File: src/rtl/yolo_pkg.sv
// Shared definitions for the YOLO accelerator task sequencer.
package yolo_pkg;

   typedef enum logic [3:0] {
      IDLE,
      LD_W,
      W_WAIT,
      LD_F,
      F_WAIT,
      CALC,
      C_WAIT,
      WB,
      WB_WAIT,
      FIN
   } state_t;

   // Field positions inside the AXI4-Lite command word reg0.
   localparam int unsigned CMD_START_BIT = 2;
   localparam int unsigned CMD_POOL_BIT  = 3;
   localparam int unsigned CMD_NTILE_LSB = 8;
   localparam int unsigned CMD_NOCG_LSB  = 16;

endpackage

File: src/rtl/yolo_loop_cnt.sv
// Nested two-level loop counter: the inner index runs 0..inner_lim.
// When the inner index is at its limit, a step clears it and advances the outer index.
// Both indices hold when both are at their limits, so neither counter ever wraps.
module yolo_loop_cnt #(
   parameter int unsigned INNER_W = 8,
   parameter int unsigned OUTER_W = 8
) (
   input  logic               clk,
   input  logic               rst_n,
   input  logic               clr,
   input  logic               step,
   input  logic [INNER_W-1:0] inner_lim,
   input  logic [OUTER_W-1:0] outer_lim,
   output logic [INNER_W-1:0] inner_idx,
   output logic [OUTER_W-1:0] outer_idx,
   output logic               inner_last,
   output logic               outer_last
);

   assign inner_last = (inner_idx == inner_lim);
   assign outer_last = (outer_idx == outer_lim);

   // Index registers: clear on task start, advance on each completed iteration.
   always_ff @(posedge clk) begin
      if (!rst_n) begin
         inner_idx <= '0;
         outer_idx <= '0;
      end else if (clr) begin
         inner_idx <= '0;
         outer_idx <= '0;
      end else if (step) begin
         if (!inner_last) begin
            inner_idx <= inner_idx + 1'b1;
         end else if (!outer_last) begin
            inner_idx <= '0;
            outer_idx <= outer_idx + 1'b1;
         end
      end
   end

endmodule

File: src/rtl/yolo_task_sched.sv
// Layer sequencer: decodes the command word and walks weight load, feature load,
// compute and write-back for every tile of every output-channel group.
module yolo_task_sched
   import yolo_pkg::*;
#(
   parameter int unsigned TILE_W = 8,
   parameter int unsigned OCG_W  = 8
) (
   input  logic              sclk,
   input  logic              s_rst_n,
   input  logic [31:0]       slave_lite_reg0,
   output logic              ldw_start,
   input  logic              ldw_done,
   output logic              ldf_start,
   input  logic              ldf_done,
   output logic              calc_start,
   input  logic              calc_done,
   output logic              wb_start,
   input  logic              wb_done,
   output logic              pool_en,
   output logic [TILE_W-1:0] tile_idx,
   output logic [OCG_W-1:0]  ocg_idx,
   output logic              busy,
   output logic              cmd_err,
   output logic              task_finish
);

   state_t              state;
   state_t              state_next;
   logic                reg0_2_d;
   logic                start_edge;
   logic [TILE_W-1:0]   n_tile_m1;
   logic [OCG_W-1:0]    n_ocg_m1;
   logic                cnt_clr;
   logic                cnt_step;
   logic                tile_last;
   logic                ocg_last;
   logic                unused_cmd;

   assign start_edge = slave_lite_reg0[CMD_START_BIT] & ~reg0_2_d;
   assign unused_cmd = ^{slave_lite_reg0[31:24], slave_lite_reg0[7:4], slave_lite_reg0[1:0]};

   yolo_loop_cnt #(
      .INNER_W (TILE_W),
      .OUTER_W (OCG_W)
   ) u_loop_cnt (
      .clk        (sclk),
      .rst_n      (s_rst_n),
      .clr        (cnt_clr),
      .step       (cnt_step),
      .inner_lim  (n_tile_m1),
      .outer_lim  (n_ocg_m1),
      .inner_idx  (tile_idx),
      .outer_idx  (ocg_idx),
      .inner_last (tile_last),
      .outer_last (ocg_last)
   );

   // FSM state register.
   always_ff @(posedge sclk) begin
      if (!s_rst_n) begin
         state <= IDLE;
      end else begin
         state <= state_next;
      end
   end

   // Next-state logic and loop-counter control.
   always_comb begin
      state_next = state;
      cnt_clr    = 1'b0;
      cnt_step   = 1'b0;
      unique case (state)
         IDLE: begin
            if (start_edge) begin
               state_next = LD_W;
               cnt_clr    = 1'b1;
            end
         end
         LD_W:    state_next = W_WAIT;
         W_WAIT:  if (ldw_done) state_next = LD_F;
         LD_F:    state_next = F_WAIT;
         F_WAIT:  if (ldf_done) state_next = CALC;
         CALC:    state_next = C_WAIT;
         C_WAIT:  if (calc_done) state_next = WB;
         WB:      state_next = WB_WAIT;
         WB_WAIT: begin
            if (wb_done) begin
               cnt_step = 1'b1;
               if (!tile_last) begin
                  state_next = LD_F;
               end else if (!ocg_last) begin
                  state_next = LD_W;
               end else begin
                  state_next = FIN;
               end
            end
         end
         FIN:     state_next = IDLE;
         default: state_next = IDLE;
      endcase
   end

   // Outputs are decoded from the next state so that each pulse appears as a
   // register in the same cycle the FSM sits in the matching state.
   always_ff @(posedge sclk) begin
      if (!s_rst_n) begin
         ldw_start   <= 1'b0;
         ldf_start   <= 1'b0;
         calc_start  <= 1'b0;
         wb_start    <= 1'b0;
         task_finish <= 1'b0;
         busy        <= 1'b0;
      end else begin
         ldw_start   <= (state_next == LD_W);
         ldf_start   <= (state_next == LD_F);
         calc_start  <= (state_next == CALC);
         wb_start    <= (state_next == WB);
         task_finish <= (state_next == FIN);
         busy        <= (state_next != IDLE) && (state_next != FIN);
      end
   end

   // Start-edge history, sticky command error and fields latched at task start.
   always_ff @(posedge sclk) begin
      if (!s_rst_n) begin
         reg0_2_d  <= 1'b0;
         cmd_err   <= 1'b0;
         pool_en   <= 1'b0;
         n_tile_m1 <= '0;
         n_ocg_m1  <= '0;
      end else begin
         reg0_2_d <= slave_lite_reg0[CMD_START_BIT];
         if (start_edge && (state != IDLE)) begin
            cmd_err <= 1'b1;
         end
         if (start_edge && (state == IDLE)) begin
            pool_en   <= slave_lite_reg0[CMD_POOL_BIT];
            n_tile_m1 <= slave_lite_reg0[CMD_NTILE_LSB +: TILE_W];
            n_ocg_m1  <= slave_lite_reg0[CMD_NOCG_LSB +: OCG_W];
         end
      end
   end

endmodule

File: config.mk
export PLATFORM = sky130hd
export DESIGN_NAME = yolo_task_sched
export DESIGN_NICKNAME = d
export VERILOG_FILES = /design/src/rtl/yolo_pkg.sv /design/src/rtl/yolo_loop_cnt.sv /design/src/rtl/yolo_task_sched.sv
export SDC_FILE = /design/constraint.sdc
export NUM_CORES = 1
export LEC_CHECK = 0
export CAP_MARGIN = 20
export CORE_MARGIN = 2
export CORE_UTILIZATION = 35
export DETAILED_ROUTE_END_ITERATION = 12
export HOLD_SLACK_MARGIN = 0.12
export SLEW_MARGIN = 10
export SYNTH_ARGS = -nofsm -noshare
export SYNTH_HDL_FRONTEND = slang
export SYNTH_HIERARCHICAL = 1
export SYNTH_SLANG_ARGS = --single-unit
File: constraint.sdc
create_clock -name sclk -period 4.1 [get_ports sclk]
set_input_delay 0.82 -clock sclk [delete_from_list [all_inputs] [get_ports sclk]]
set_output_delay 0.82 -clock sclk [all_outputs]
set_load 0.01 [all_outputs]
==> Word-level counts from Yosys, hierarchy flattened <==
Index checks and enable logic that the tools add are counted.
{ "totals": {"reg_bits": 45, "elab_cells": 60, "output_inout_bits": 24} }
{ "op_classes": {"reduce_logical": 9, "muxes": 14, "addsub": 2, "eq_ne": 17, "n_bitwise": 4} }
{ "ops": {"columns": ["cell", "n"], "rows": [
  ["4-bit case mux with 9 select lines", 1],
  ["4-bit 2-to-1 mux", 7],
  ["4-bit by 3-bit equality test with 1-bit output (second input constant)", 6],
  ["8-bit by 1-bit adder with 8-bit output (second input constant)", 2],
  ["8-bit equality test", 2],
  ["8-bit 2-to-1 mux", 2],
  ["4-bit by 2-bit equality test with 1-bit output (second input constant)", 3],
  ["4-bit by 1-bit equality test with 1-bit output (second input constant)", 2],
  ["4-bit equality test (second input constant)", 2],
  ["4-bit nonzero test", 2],
  ["4-bit zero test", 1],
  ["1-bit 2-to-1 mux", 4],
  ["4-bit != test (second input constant)", 1],
  ["1-bit logical AND", 3],
  ["1-bit inverter", 3],
  ["3-bit AND reduction", 1],
  ["2-bit != test (second input constant)", 1],
  ["2-bit AND reduction", 1],
  ["2-bit OR reduction", 1],
  ["1-bit AND", 1]
]} }

==> Longest topological paths before layout <==
{ "logic_depth": {"depth_word": 7, "ltp_mapped": 10, "ltp_nobuf": 8} }

==> Hierarchy <==
The synthesis kept the hierarchy.
{ "by_module_without_submodules": {"columns": ["module", "cells_each", "n_inst", "area_each_um2"], "rows": [
  ["yolo_task_sched", 129, 1, 1142.3],
  ["yolo_loop_cnt", 125, 1, 1047.3]
]} }

==> Worst setup path before layout <==
No wires, ideal clock.
{ "synth_timing": {"path_kind": "reg2reg", "from": "register state[1]", "to": "register u_loop_cnt.inner_idx[4]", "path_slack_ns": 1.923, "setup_time_ns": 0.116, "n_path_buf": 4, "required_time_ns": 3.984, "path_stages_with_launch": 11, "arrival_ns": 2.061, "path_cell_list": "dfxtp_1 -> buf_6 -> or4_4 -> or2_1 -> buf_6 -> clkinv_4 -> buf_8 -> nand2b_1 -> clkbuf_1 -> a21oi_1 -> and3_1"} }
{ "synth_via": {"elab_chain_cells": 3, "elab_cells_between_ends": 6, "cone_classes": "eq/ne (1); mux (2); reduce/logical (3)"} }
{ "synth_lines": {"columns": ["item", "line", "source"], "rows": [
  ["start: declaration", "yolo_task_sched.sv:28", "state_t state;"],
  ["start signal: assignment", "yolo_task_sched.sv:64", "state <= state_next;"],
  ["4-bit zero test", "yolo_task_sched.sv:73", "unique case (state)"],
  ["1-bit 2-to-1 mux", "yolo_task_sched.sv:73", null],
  ["net cnt_clr", "yolo_task_sched.sv:34", "logic cnt_clr;"],
  ["2-bit OR reduction (no line)", null, null],
  ["end signal: assignment", "yolo_loop_cnt.sv:33", "inner_idx <= inner_idx + 1'b1;"],
  ["end: declaration", "yolo_loop_cnt.sv:14", "output logic [INNER_W-1:0] inner_idx,"]
]} }
The timed path passes the listed nets, and every way through them passes these cells.
A chain may end at the register's enable or synchronous reset.

==> Worst setup path after layout <==
{ "layout_timing": {"from": "input wb_done", "to": "register u_loop_cnt.outer_idx[5]"} }
{ "layout_via": {"elab_chain_cells": 3} }
{ "layout_lines": {"columns": ["item", "line", "source"], "rows": [
  ["start: declaration", "yolo_task_sched.sv:19", "input logic wb_done,"],
  ["1-bit 2-to-1 mux", "yolo_task_sched.sv:88", "if (wb_done) begin"],
  ["1-bit 2-to-1 mux", "yolo_task_sched.sv:73", null],
  ["net cnt_step", "yolo_task_sched.sv:35", "logic cnt_step;"],
  ["3-bit AND reduction (no line)", null, null],
  ["end signal: assignment", "yolo_loop_cnt.sv:36", "outer_idx <= outer_idx + 1'b1;"],
  ["end: declaration", "yolo_loop_cnt.sv:15", "output logic [OUTER_W-1:0] outer_idx,"]
]} }
The timed path passes the listed nets, and every way through them passes these cells.

==> results_dict.tcl <==
set metrics [dict create \
    multi_input_area_um2 1160 \
    swShare_pct 24.9 \
    fin_crit_sh_pct 66.3 \
    p_seq_share_pct 48.6 \
    die_height_um 83.1 \
    clk_latency_ns 0.29 \
    skew_ns 0.00337 \
    max-vdd-ir-drop_mv 0.164 \
    maxCapViolations 0 \
    finalSetupTns_ns 0 \
    worstSetupPathType "in2reg" \
    p_sw_w 0.000240 \
    wire_per_inst_um 12.8 \
    worstSetupEndpointType "register" \
    ff2ff_setup_slack_ns 1.63 \
    regArea_um2 901 \
    post_cts.repair.setup_buffers 0 \
    area_growth_syn_to_layout_pct 27.4 \
    cts_root_buf "clkbuf_8" \
    setup_viol 0 \
    synth-edff-count 0 \
    fin_nets 337 \
    fin_crit_ns 2.72 \
    ff2ff_path_depth 5 \
    cp_max_fo 17 \
    p_int_w 0.000724 \
    clkPwrFrac_pct 35.9 \
    synth-main-ff-cell "dfxtp_1" \
    n_antenna_cell 0 \
    max-clock-path-buffers 2 \
    power_density_nw_per_um2 346 \
    dp.cells 365 \
    synth_top_cell_by_area "dfxtp_1" \
    min_path_type "reg2reg" \
    grt_pass1_wl_um 8250 \
    cellLeakagePower_nw 0.929 \
    cts_hold_buf 0 \
    drt_iter0_markers 58 \
    grt_use_total_pct 14.5 \
    fillCellCount 600 \
    yosysSeqAreaShare_pct 41.1 \
    hpwlAfterDp_um 3570 \
    port-buffer-count 47 \
    fmax_ghz 0.368 \
    numCtsBuffers 5 \
    r2r-end "u_loop_cnt/outer_idx[5]$_SDFFE_PP0P_" \
    start_util_pct 36.5 \
    hold_start "n_ocg_m1[1]$_SDFFE_PN0P_" \
    die_area_um2 6900 \
    cts_tree "yes" \
    async_flop_share_pct 0 \
    rows 28 \
    drt.antenna.violating_nets 0 \
    drc 0 \
    status "finished, final reports clean" \
    cp.required_ns 4.33 \
    finalHoldViolCount 0 \
    final_max_slew_viol_count 0 \
    yosys_register_bits 45 \
    rsz0062_at_grt "no" \
    start_kind "input pin" \
    io_pins 62 \
    hold_depth 2 \
    post_synth.cell_area_avg_um2 8.62 \
    grt_max_degree 23 \
    grt_pass1_vias 1814 \
    wl_um 4780 \
    instances_no_fill 373 \
    yosys_warnings 6 \
    globalplace.congestion 0.799 \
    h-tree-depth 2 \
    synth_top_area_share_pct 41.1 \
    tightest_slew_ns 0.748 \
    viasPerCell 5.05 \
    drive_above_1_share_pct 8.39 \
    power.total_w 0.000965 \
    syn_inst 254 \
    die_w_um 83.1 \
    ys_types 55 \
    post_cts_resized 0 \
    ys_top_cells_by_area "dfxtp_1 41%, nand2_1 8.6%, xnor2_1 5.6%, a21oi_1 5.0%, nor2_1 2.2%" \
    rr_startpoint "state[0]$_SDFF_PN0_" \
    path_clk_slew_ns 0.08 \
    core_um2 5990 \
    syn_nets 294 \
    cts_num_sinks 45 \
    max-slew-margin-rel_pct 50.1 \
    num_vias 1885 \
    syn_area_um2 2190 \
    overflow 0 \
    cp.arrival_ns 2.94 \
    power_frac_comb_pct 15.4 \
    hold_end "n_ocg_m1[1]$_SDFFE_PN0P_" \
    antenna_found_initial 0 \
    drtPass1Iterations 4 \
]
stage by stage:
stage	hold slack, ns	area (µm²)	setup slack [ns]	util, %
CTS	0.474	2790	1.38	46.6
detailed placement	0.462	2670	1.06	44.6
finish	0.470	2790	1.38	46.6
global placement	0.459	2670	1.08	44.6
floorplan	0.449	2190	1.92	-
global route	0.489	2790	1.21	46.6
per-layer routing:
metal  vias up  share of wire (%)  global-route usage [%]
met5         -                  0                       0
li1        973                  -                       -
met3         4                5.6                    4.47
met2        47                 46                    23.8
met1       861                 47                    18.2
met4         0               0.84                    4.17
placed cells by master, fill, tap and decap left out, types with 3 or more instances in the layout:
| cell | Yosys | routed |
|---|---|---|
| dfxtp_1 | 45 | 45 |
| nand4_1 | 3 | 3 |
| nand2_1 | 50 | 50 |
| inv_1 | 8 | 8 |
| or3_1 | 6 | 6 |
| nand2b_1 | 5 | 5 |
| and3_1 | 3 | 3 |
| clkbuf_8 | 0 | 6 |
| a21oi_2 | 4 | 4 |
| xnor2_1 | 14 | 14 |
| nand3_1 | 9 | 9 |
| a31oi_1 | 3 | 3 |
| nor4b_1 | 3 | 3 |
| a21oi_1 | 22 | 22 |
| nor2_1 | 13 | 13 |
| or4_1 | 4 | 4 |
| clkdlybuf4s50_1 | 0 | 47 |
| o21ai_0 | 7 | 7 |
synth_stat cells, types with 4 or more instances:
| library cell | count |
|---|---|
| nand2b_1 | 5 |
| a21oi_1 | 22 |
| buf_6 | 4 |
| clkbuf_1 | 5 |
| nor2_1 | 13 |
| xnor2_1 | 14 |
| nand3_1 | 9 |
| or4_1 | 4 |
| inv_1 | 8 |
| dfxtp_1 | 45 |
| a21oi_2 | 4 |
| nand2_1 | 50 |
| or3_1 | 6 |
| o21ai_0 | 7 |
flip-flops by register name, indices dropped and copies added, names as in the netlist:
| signal | flops |
|---|---|
| busy | 1 |
| calc_start | 1 |
| cmd_err | 1 |
| ldf_start | 1 |
| ldw_start | 1 |
| n_ocg_m1 | 8 |
| n_tile_m1 | 8 |
| pool_en | 1 |
| reg0_2_d | 1 |
| state | 4 |
| task_finish | 1 |
| u_loop_cnt/inner_idx | 8 |
| u_loop_cnt/outer_idx | 8 |
| wb_start | 1 |
power groups by stage:
stage | clock network [W] | registers, W | logic, W
floorplan | 0 | 0.000478 | 0.000104
global placement | 0 | 0.000479 | 0.000149
detailed placement | 0 | 0.000480 | 0.000150
CTS | 0.000356 | 0.000470 | 0.000151
global route | 0.000379 | 0.000472 | 0.000166
finish | 0.000347 | 0.000469 | 0.000149
cell type report:
type                       count  share of cell area (%)
sequential                    45                    32.3
clock buffer                   7                    3.09
inverter                       9                    1.39
timing repair buffer          48                    17.1
clock inverter                 1                    1.08
tap                           75                    3.36
multi-input combinational    188                    41.7
cell families (layout without fill, tap and decap cells):
logic type	count (synthesis)	after routing	synth area share (%)
AOI/OAI and AO/OA	56	56	17.5
xor gates and xnor gates	17	17	7.49
adders and majority gates	2	2	1.14
buffers and inverters	21	65	5.77
DFF	45	45	41.1
muxes	2	2	0.914
and+or+nand+nor	111	111	26.0
worst max path at each step:
stage                                   start                              endpoint  cells after the start
after floorplan           state[1]$_SDFF_PN0_  u_loop_cnt/inner_idx[4]$_SDFFE_PP0P_                     10
after global placement                wb_done  u_loop_cnt/outer_idx[7]$_SDFFE_PP0P_                      6
after detailed placement              wb_done  u_loop_cnt/outer_idx[7]$_SDFFE_PP0P_                      6
after CTS                             wb_done  u_loop_cnt/outer_idx[5]$_SDFFE_PP0P_                      6
after global routing                  wb_done  u_loop_cnt/outer_idx[5]$_SDFFE_PP0P_                      6
final                                 wb_done  u_loop_cnt/outer_idx[5]$_SDFFE_PP0P_                      6
worst max-delay path: stages:
cell and delay, ns:
clkdlybuf4s50_1 0.47, nand2_1 0.10, nor2_1 0.48, o2111ai_4 0.37, or4_1 0.55, a21oi_1 0.14
Note: power is estimated with default switching activity, not from simulation.
